$ cat src/rtl/fft2ram_ctrl_pkg.sv
// Shared definitions for the FFT-to-RAM controller and the FIFO-to-FFT loader.
package fft2ram_ctrl_pkg;

  localparam int unsigned FFT_POINTS_DEF = 1024;
  localparam int unsigned FFT_BUS_DEF    = 10;
  localparam int unsigned DATA_W_DEF     = 16;
  localparam int unsigned MAG_W_DEF      = 32;

  // Cycles spent in DRAIN so the power pipeline empties before publishing.
  localparam int unsigned DRAIN_CYCLES   = 2;

  typedef enum logic [1:0] {
    IDLE,
    CAPTURE,
    DRAIN,
    PUBLISH
  } state_t;

endpackage

$ cat src/rtl/fft2ram_ctrl_power_pipe.sv
// Two-stage re^2 + im^2 pipeline; valid and {bank, bin} travel alongside the data.
module fft_power_pipe #(
  parameter int unsigned DATA_W = 16,
  parameter int unsigned BIN_W  = 10,
  parameter int unsigned MAG_W  = 32
) (
  input  logic              clk,
  input  logic              reset,
  input  logic              in_valid,
  input  logic              in_bank,
  input  logic [BIN_W-1:0]  in_bin,
  input  logic [DATA_W-1:0] in_real,
  input  logic [DATA_W-1:0] in_imag,
  output logic              out_valid,
  output logic [BIN_W:0]    out_addr,
  output logic [MAG_W-1:0]  out_data
);

  logic signed [2*DATA_W-1:0] re_w;
  logic signed [2*DATA_W-1:0] im_w;
  logic        [2*DATA_W-1:0] sq_re;
  logic        [2*DATA_W-1:0] sq_im;
  logic                       s1_valid;
  logic        [BIN_W:0]      s1_addr;

  // Operands widened first so the signed square is formed at full width.
  assign re_w = {{DATA_W{in_real[DATA_W-1]}}, in_real};
  assign im_w = {{DATA_W{in_imag[DATA_W-1]}}, in_imag};

  always_ff @(posedge clk or posedge reset) begin
    if (reset) begin
      s1_valid <= 1'b0;
      s1_addr  <= '0;
      sq_re    <= '0;
      sq_im    <= '0;
    end else begin
      s1_valid <= in_valid;
      s1_addr  <= {in_bank, in_bin};
      sq_re    <= re_w * re_w;
      sq_im    <= im_w * im_w;
    end
  end

  // Each square is at most 2^(2*DATA_W-2), so the sum fits 2*DATA_W bits.
  always_ff @(posedge clk or posedge reset) begin
    if (reset) begin
      out_valid <= 1'b0;
      out_addr  <= '0;
      out_data  <= '0;
    end else begin
      out_valid <= s1_valid;
      out_addr  <= s1_addr;
      out_data  <= MAG_W'(sq_re + sq_im);
    end
  end

endmodule

$ cat src/rtl/fft2ram_ctrl.sv
// Writes FFT bin power into the inactive RAM bank and publishes completed frames to the Nios.
module fft2ram_ctrl
  import fft2ram_ctrl_pkg::*;
#(
  parameter int unsigned FFT_POINTS = FFT_POINTS_DEF,
  parameter int unsigned FFT_BUS    = FFT_BUS_DEF,
  parameter int unsigned DATA_W     = DATA_W_DEF,
  parameter int unsigned MAG_W      = MAG_W_DEF
) (
  input  logic              clk,
  input  logic              reset,
  input  logic              source_valid,
  input  logic              source_sop,
  input  logic              source_eop,
  input  logic [1:0]        source_error,
  input  logic [DATA_W-1:0] source_real,
  input  logic [DATA_W-1:0] source_imag,
  output logic              source_ready,
  output logic [FFT_BUS:0]  ram_wraddr,
  output logic [MAG_W-1:0]  ram_wrdata,
  output logic              ram_wren,
  output logic              rd_bank,
  output logic              frame_ready,
  input  logic              nios_ack,
  output logic              frame_drop,
  output logic              frame_err
);

  localparam logic [FFT_BUS-1:0] LAST_BIN  = FFT_BUS'(FFT_POINTS - 1);
  localparam logic [1:0]         DRAIN_END = 2'(DRAIN_CYCLES - 1);

  state_t              state, state_next;
  logic [FFT_BUS-1:0]  bin, bin_next, bin_inc, wr_bin;
  logic                bad, bad_next;
  logic [1:0]          dcnt, dcnt_next;
  logic                wr_bank;
  logic                accept, beat_err, wr_en, err_set, publish, held_ready;

  assign accept     = source_valid & source_ready;
  assign beat_err   = |source_error;
  assign bin_inc    = bin + 1'b1;
  assign held_ready = frame_ready & ~nios_ack;

  always_ff @(posedge clk or posedge reset) begin
    if (reset) begin
      state <= IDLE;
      bin   <= '0;
      bad   <= 1'b0;
      dcnt  <= '0;
    end else begin
      state <= state_next;
      bin   <= bin_next;
      bad   <= bad_next;
      dcnt  <= dcnt_next;
    end
  end

  always_comb begin
    state_next = state;
    bin_next   = bin;
    bad_next   = bad;
    dcnt_next  = '0;
    wr_en      = 1'b0;
    wr_bin     = '0;
    err_set    = 1'b0;
    publish    = 1'b0;
    unique case (state)
      IDLE: begin
        if (accept && source_sop) begin
          state_next = CAPTURE;
          bin_next   = '0;
          bad_next   = beat_err;
          wr_en      = 1'b1;
        end
      end
      CAPTURE: begin
        if (accept) begin
          if (source_sop) begin
            // Restart in the same bank; the aborted frame is reported.
            err_set  = 1'b1;
            bin_next = '0;
            bad_next = beat_err;
            wr_en    = 1'b1;
          end else if (bin == LAST_BIN) begin
            err_set    = 1'b1;
            state_next = IDLE;
          end else begin
            bin_next = bin_inc;
            bad_next = bad | beat_err;
            wr_en    = 1'b1;
            wr_bin   = bin_inc;
            if (source_eop) begin
              if (bin_inc == LAST_BIN && !(bad || beat_err)) begin
                state_next = DRAIN;
              end else begin
                err_set    = 1'b1;
                state_next = IDLE;
              end
            end
          end
        end
      end
      DRAIN: begin
        dcnt_next = dcnt + 1'b1;
        if (dcnt == DRAIN_END) begin
          dcnt_next  = '0;
          state_next = PUBLISH;
        end
      end
      PUBLISH: begin
        publish    = 1'b1;
        state_next = IDLE;
      end
    endcase
  end

  // The ack is folded in before the publish decision, so a same-cycle ack frees the slot.
  always_ff @(posedge clk or posedge reset) begin
    if (reset) begin
      source_ready <= 1'b0;
      wr_bank      <= 1'b0;
      rd_bank      <= 1'b1;
      frame_ready  <= 1'b0;
      frame_drop   <= 1'b0;
      frame_err    <= 1'b0;
    end else begin
      source_ready <= 1'b1;
      frame_err    <= err_set;
      frame_drop   <= publish & held_ready;
      if (publish && !held_ready) begin
        rd_bank     <= wr_bank;
        wr_bank     <= ~wr_bank;
        frame_ready <= 1'b1;
      end else begin
        frame_ready <= held_ready;
      end
    end
  end

  fft_power_pipe #(
    .DATA_W (DATA_W),
    .BIN_W  (FFT_BUS),
    .MAG_W  (MAG_W)
  ) u_power_pipe (
    .clk       (clk),
    .reset     (reset),
    .in_valid  (wr_en),
    .in_bank   (wr_bank),
    .in_bin    (wr_bin),
    .in_real   (source_real),
    .in_imag   (source_imag),
    .out_valid (ram_wren),
    .out_addr  (ram_wraddr),
    .out_data  (ram_wrdata)
  );

endmodule

$ cat config.mk
export PLATFORM = sky130hd
export DESIGN_NAME = fft2ram_ctrl
export DESIGN_NICKNAME = d
export VERILOG_FILES = /design/src/rtl/fft2ram_ctrl_pkg.sv /design/src/rtl/fft2ram_ctrl_power_pipe.sv /design/src/rtl/fft2ram_ctrl.sv
export SDC_FILE = /design/constraint.sdc
export NUM_CORES = 1
export LEC_CHECK = 0
export CORE_UTILIZATION = 40
export CTS_CLUSTER_DIAMETER = 50
export DETAILED_ROUTE_END_ITERATION = 10
export PLACE_DENSITY = 0.64
export REMOVE_ABC_BUFFERS = 1
export SYNTH_ARGS = -nofsm -noshare
export SYNTH_HDL_FRONTEND = slang
export SYNTH_SLANG_ARGS = --single-unit
$ cat constraint.sdc
create_clock -name clk -period 12.35 [get_ports clk]
set_clock_uncertainty 0.15 [all_clocks]
set_input_delay 1.235 -clock clk [delete_from_list [all_inputs] [get_ports clk]]
set_output_delay 1.235 -clock clk [all_outputs]
set_load 0.03 [all_outputs]
======== Word-level counts from Yosys, hierarchy flattened ========
Index checks and enable logic that the tools add are counted.
operators by class
  multiplexer cells ....................... 37
  bitwise logic cells ..................... 6
  eq/ne operators ......................... 12
  shifts and indexed selects .............. 0
  div/mod/pow operators ................... 0
  multiply operators ...................... 2
  $lt $le $gt $ge ......................... 0
  reductions and logical operators ........ 11
  $add $sub $neg .......................... 3
operators by type and width
  kind                     number
  $mux W10                 8
  $mul A16 B16 Y32         2
  $add A32 B32 Y32         1
  $eq A10 B10 Y1 const B   2
  $pmux W10 S2             1
  $mux W2                  9
  $mux W1                  16
  $add A10 B1 Y10 const B  1
  $ne A2 B2 Y1 const B     4
  $pmux W2 S4              1
  $ne A3 B3 Y1 const B     2
  $reduce_and A5 Y1        1
  $eq A2 B1 Y1 const B     2
  $eq A2 B2 Y1 const B     2
  $pmux W1 S2              2
  $reduce_and A4 Y1        1
  $and A1 B1 Y1            3
  $logic_and A1 B1 Y1      3
  $add A2 B1 Y2 const B    1
  $logic_not A1 Y1         2
  $logic_not A2 Y1         1
  $not A1 Y1               2
  $reduce_bool A2 Y1       1
  $reduce_or A2 Y1         1
  other kinds (2)          2
word-level totals
  memories ................................ 0
  ROM bits ................................ 0
  bits in latches ......................... 0
  memory bits (writable) .................. 0
  output and inout bits ................... 49
  input port bits ......................... 40
  word-level logic and storage cells ...... 88
  flip-flop bits (word level) ............. 141

======== Logic depth before layout (Yosys ltp) ========
  depth after elaboration ................. 10
  depth in mapped cells ................... 24

======== Hierarchy ========
A second synthesis with hierarchy kept.
unflattened totals
  cells, all modules ...................... 2355
  area, all modules ....................... 23212.3 µm²
modules (own cells, without submodules)
  module          times used  cells an instance  sequential area each (µm²)  area an instance (µm²)
  fft_power_pipe  1           2245               2952.8                      22102.4
  fft2ram_ctrl    1           110                526.8                       1109.8

======== Least setup slack after synthesis ========
No wires, ideal clock.
  kind .................................... in2reg
  from .................................... in source_imag[15]
  to ...................................... reg u_power_pipe.sq_im[30]
  cell stages on the path ................. 21
  data arrival time ....................... 7158 ps
  slack ................................... 4952 ps
  required time ........................... 12110 ps
  library setup time ...................... 90 ps
  cell sequence ........................... clkbuf_1 > inv_1 > buf_1 > nor2_1 > fa_1 > fa_1 > fa_1 > fa_1 > fa_1 > inv_1 > fa_1 > inv_1 > ha_1 > nand4_2 > nor4_4 > nand3_2 > a31oi_4 > nor3_2 > or4_4 > a211o_1 > o2111ai_1
on the way
  word-level cells in the longest chain between the ends .. 1
RTL lines
  element               RTL line                       source
  start, declared       fft2ram_ctrl.sv:17             input logic [DATA_W-1:0] source_imag,
  $mul A16 B16 Y32      fft2ram_ctrl_power_pipe.sv:40  sq_im <= im_w * im_w;
  end signal, assigned  fft2ram_ctrl_power_pipe.sv:40
  end, declared         fft2ram_ctrl_power_pipe.sv:22  logic [2*DATA_W-1:0] sq_im;
No other way between the ends.
A chain may end at the register's enable or synchronous reset.

======== Final worst setup path ========
  from .................................... in source_real[15]
  to ...................................... reg u_power_pipe.sq_re[31]
on the way
  word-level cells in the longest chain between the ends .. 1
RTL lines
  element               RTL line                       source
  start, declared       fft2ram_ctrl.sv:16             input logic [DATA_W-1:0] source_real,
  $mul A16 B16 Y32      fft2ram_ctrl_power_pipe.sv:39  sq_re <= re_w * re_w;
  end signal, assigned  fft2ram_ctrl_power_pipe.sv:39
  end, declared         fft2ram_ctrl_power_pipe.sv:21  logic [2*DATA_W-1:0] sq_re;
No other way between the ends.

==> flow_summary.json <==
{
  "slew_violations": 0,
  "syn_inst": 2389,
  "first_pass_iters": 6,
  "post_cts_resized": 0,
  "cp_slowest_cell": "fa_1",
  "post-cts-setup-buffers": 0,
  "drive_above_1_share": 0.02801,
  "worstMarginPinSlew_ns": 1.040,
  "cp_top_family": "adder cells",
  "gp_congestion": 0.9095,
  "crit_chain": "clkdlybuf4s50_1 > clkinv_1 > nor2_1 > fa_1 > fa_1 > fa_1 > fa_1 > fa_1 > inv_1 > fa_1 > inv_1 > ha_1 > a2111oi_0 > a31oi_1 > o31ai_2 > mux2i_1 > nand4_1",
  "drt-initial-drc-count": 750,
  "clkTransAtPathRegs_ns": 0.07,
  "hold_viol": 0,
  "ios": 89,
  "routedWlPerCell_um": 15.13,
  "numCtsBuffers": 17,
  "yosysSeqAreaShare": 0.1488,
  "synth_flop_cell": "dfrtp_1",
  "grt_max_degree": 72,
  "grt_use_total": 0.1765,
  "crit_type": "in2reg",
  "clock-root-buffer": "clkbuf_16",
  "cp_num_buf_inv": 4,
  "core_area_mm2": 0.05770,
  "ctsLongestPathBuffers": 2,
  "vias_per_cell": 4.912,
  "initial_core_util": 0.4054,
  "endpoint_kind": "flop",
  "cp_max_fo": 17,
  "clock-sinks": 139,
  "antenna_found_initial": 1,
  "num_rows": 88,
  "wl_mm": 48.85,
  "numPortBuffers": 88,
  "status": "completed",
  "drv_cap": 0,
  "fin_crit_sh": 0.6913,
  "grt_remaining_overflow": 0,
  "cpPeakStageDelay_ns": 0.91,
  "num_vias": 15860,
  "synth-seq-cells": 139,
  "crit_top_cell": "fa_1",
  "maxSlewHeadroom": 0.3043,
  "cts_tree": "done",
  "worstPathArrival_ns": 8.69,
  "htreeDepth": 4,
  "synth_largest_area_cell": "fa_1",
  "synth_edf_count": 0,
  "area_delta_synth_final_pct": 9.838,
  "die_area_mm2": 0.05944,
  "synth_area_leaders": "fa_1, dfrtp_1, ha_1",
  "syn-mean-instance-area_um2": 9.790,
  "syn_area_mm2": 0.02339,
  "cts_hold_buf": 0,
  "nets": 3172,
  "setup_violations": 0,
  "fp.dieH_um": 243.8,
  "fmax_mhz": 117.1,
  "setup_tns_ns": 0,
  "crit_required_ns": 12.50,
  "ant_nets": 0,
  "async_flop_share": 1.000,
  "mostFrequentLayoutCells": "inv_1, fa_1, ha_1, nand2_1, dfrtp_1",
  "setup_slack_ns": 3.812,
  "min_period_ns": 8.538,
  "hold_class": "reg2reg",
  "final_common_cell": "inv_1",
  "drc": 0,
  "grt_first_pass_wirelength_mm": 84.86,
  "pre_cts_ws_ns": 3.414,
  "n_antenna_cell": 0,
  "num-fill-cells": 5468,
  "grt_pass1_vias": 17730,
  "dp_hpwl_mm": 40.75,
  "netlist.area_leader.share": 0.4006,
  "ys_warn_count": 0,
  "insertion_delay_ns": 0.43,
  "die_w_um": 243.8,
  "start_kind": "primary input",
  "rsz0062_at_grt": "no",
  "hold-worst-slack_ns": 0.1988,
  "synth.distinct_cells": 80
}
-- cells by family after synthesis --
| logic type | Yosys count | synth area share |
|---|---|---|
| XOR/XNOR | 122 | 0.04569 |
| AO/OA/AOI/OAI | 233 | 0.07019 |
| multiplexers | 5 | 0.002193 |
| adder cells (fa/ha/maj) | 682 | 0.5151 |
| other | 1 | 0.0001603 |
| AND/OR/NAND/NOR | 509 | 0.1059 |
| flip-flops | 139 | 0.1488 |
| buffers and inverters | 698 | 0.1120 |
-- final timing paths --
| check | startpoint | end | slack (ns) | cells after the start |
|---|---|---|---|---|
| setup / recovery | source_real[15] | u_power_pipe.sq_re[31] | 3.81 | 17 |
| hold / removal | u_power_pipe.s1_addr[7] | u_power_pipe.out_addr[7] | 0.20 | 0 |
| setup reg to reg | u_power_pipe.sq_im[9] | u_power_pipe.out_data[29] | 9.28 | 9 |
| hold reg to reg | u_power_pipe.s1_addr[7] | u_power_pipe.out_addr[7] | 0.20 | 0 |
| max in group asynchronous | reset | u_power_pipe.sq_re[26] | 9.62 | 3 |
| min in group asynchronous | reset | state[0] | 1.11 | 2 |
-- per-stage QoR --
step / util / cell area (um2) / instances
2_1_floorplan: - / 23200 / 2339
3_5_place_dp: 0.4346 / 25070 / 3196
5_1_grt: 0.4452 / 25690 / 3228
3_3_place_gp: 0.4346 / 25070 / 3196
4_1_cts: 0.4452 / 25690 / 3228
6_report: 0.4452 / 25690 / 3228
-- layer usage --
layer / global-route usage / vias to the layer above / wire [um]
met5: 0 / - / 9
met4: 0.03952 / 2 / 779
met3: 0.02225 / 63 / 2153
met2: 0.3112 / 303 / 25070
met1: 0.2304 / 8148 / 20840
li1: - / 7339 / -
-- worst register-to-register path: cells and delay by family (launching register included) --
kind / cells / cell delay [ns]
adder cells (fa/ha/maj): 1 / 0.36
AO/OA/AOI/OAI: 7 / 1.54
AND/OR/NAND/NOR: 1 / 0.51
flip-flops: 1 / 0.38
-- sequential cells by signal, indices dropped and copies added, names as in the netlist --
signal / flops
u_power_pipe.out_addr: 11
u_power_pipe.out_valid: 1
state: 2
frame_drop: 1
wr_bank: 1
u_power_pipe.s1_valid: 1
bad: 1
u_power_pipe.s1_addr: 11
u_power_pipe.sq_re: 31
frame_ready: 1
frame_err: 1
dcnt: 2
source_ready: 1
rd_bank: 1
bin: 10
u_power_pipe.sq_im: 31
u_power_pipe.out_data: 32
-- Yosys cell counts, drive strengths merged, types with 7 or more instances --
cell type and n:
dfrtp 138, nor2 111, a21o 46, xor2 30
o21a 12, and2 83, nand2 179, nand4 10
xnor2 92, or2 7, a31oi 12, o211ai 8
fa 468, a31o 9, nor3 26, nor2b 12
o21bai 13, o21ai 23, inv 646, nand3 29
a21oi 59, ha 214, nand2b 14, and3 7
clkbuf 47
-- final cells by class --
cell class / instances / area [um2] / share of cell area
Clock inverter: 15 / 190.2 / 0.007403
Clock buffer: 17 / 425.4 / 0.01656
Timing Repair Buffer: 92 / 910.9 / 0.03546
Sequential cell: 139 / 3480 / 0.1355
Inverter: 648 / 2437 / 0.09488
Multi-Input combinational cell: 1552 / 17290 / 0.6730
Tap cell: 765 / 957.2 / 0.03726
Power is left out: the tool's default activity adds up to more than one toggle a clock period on the data nets, which glitch-free logic cannot reach.
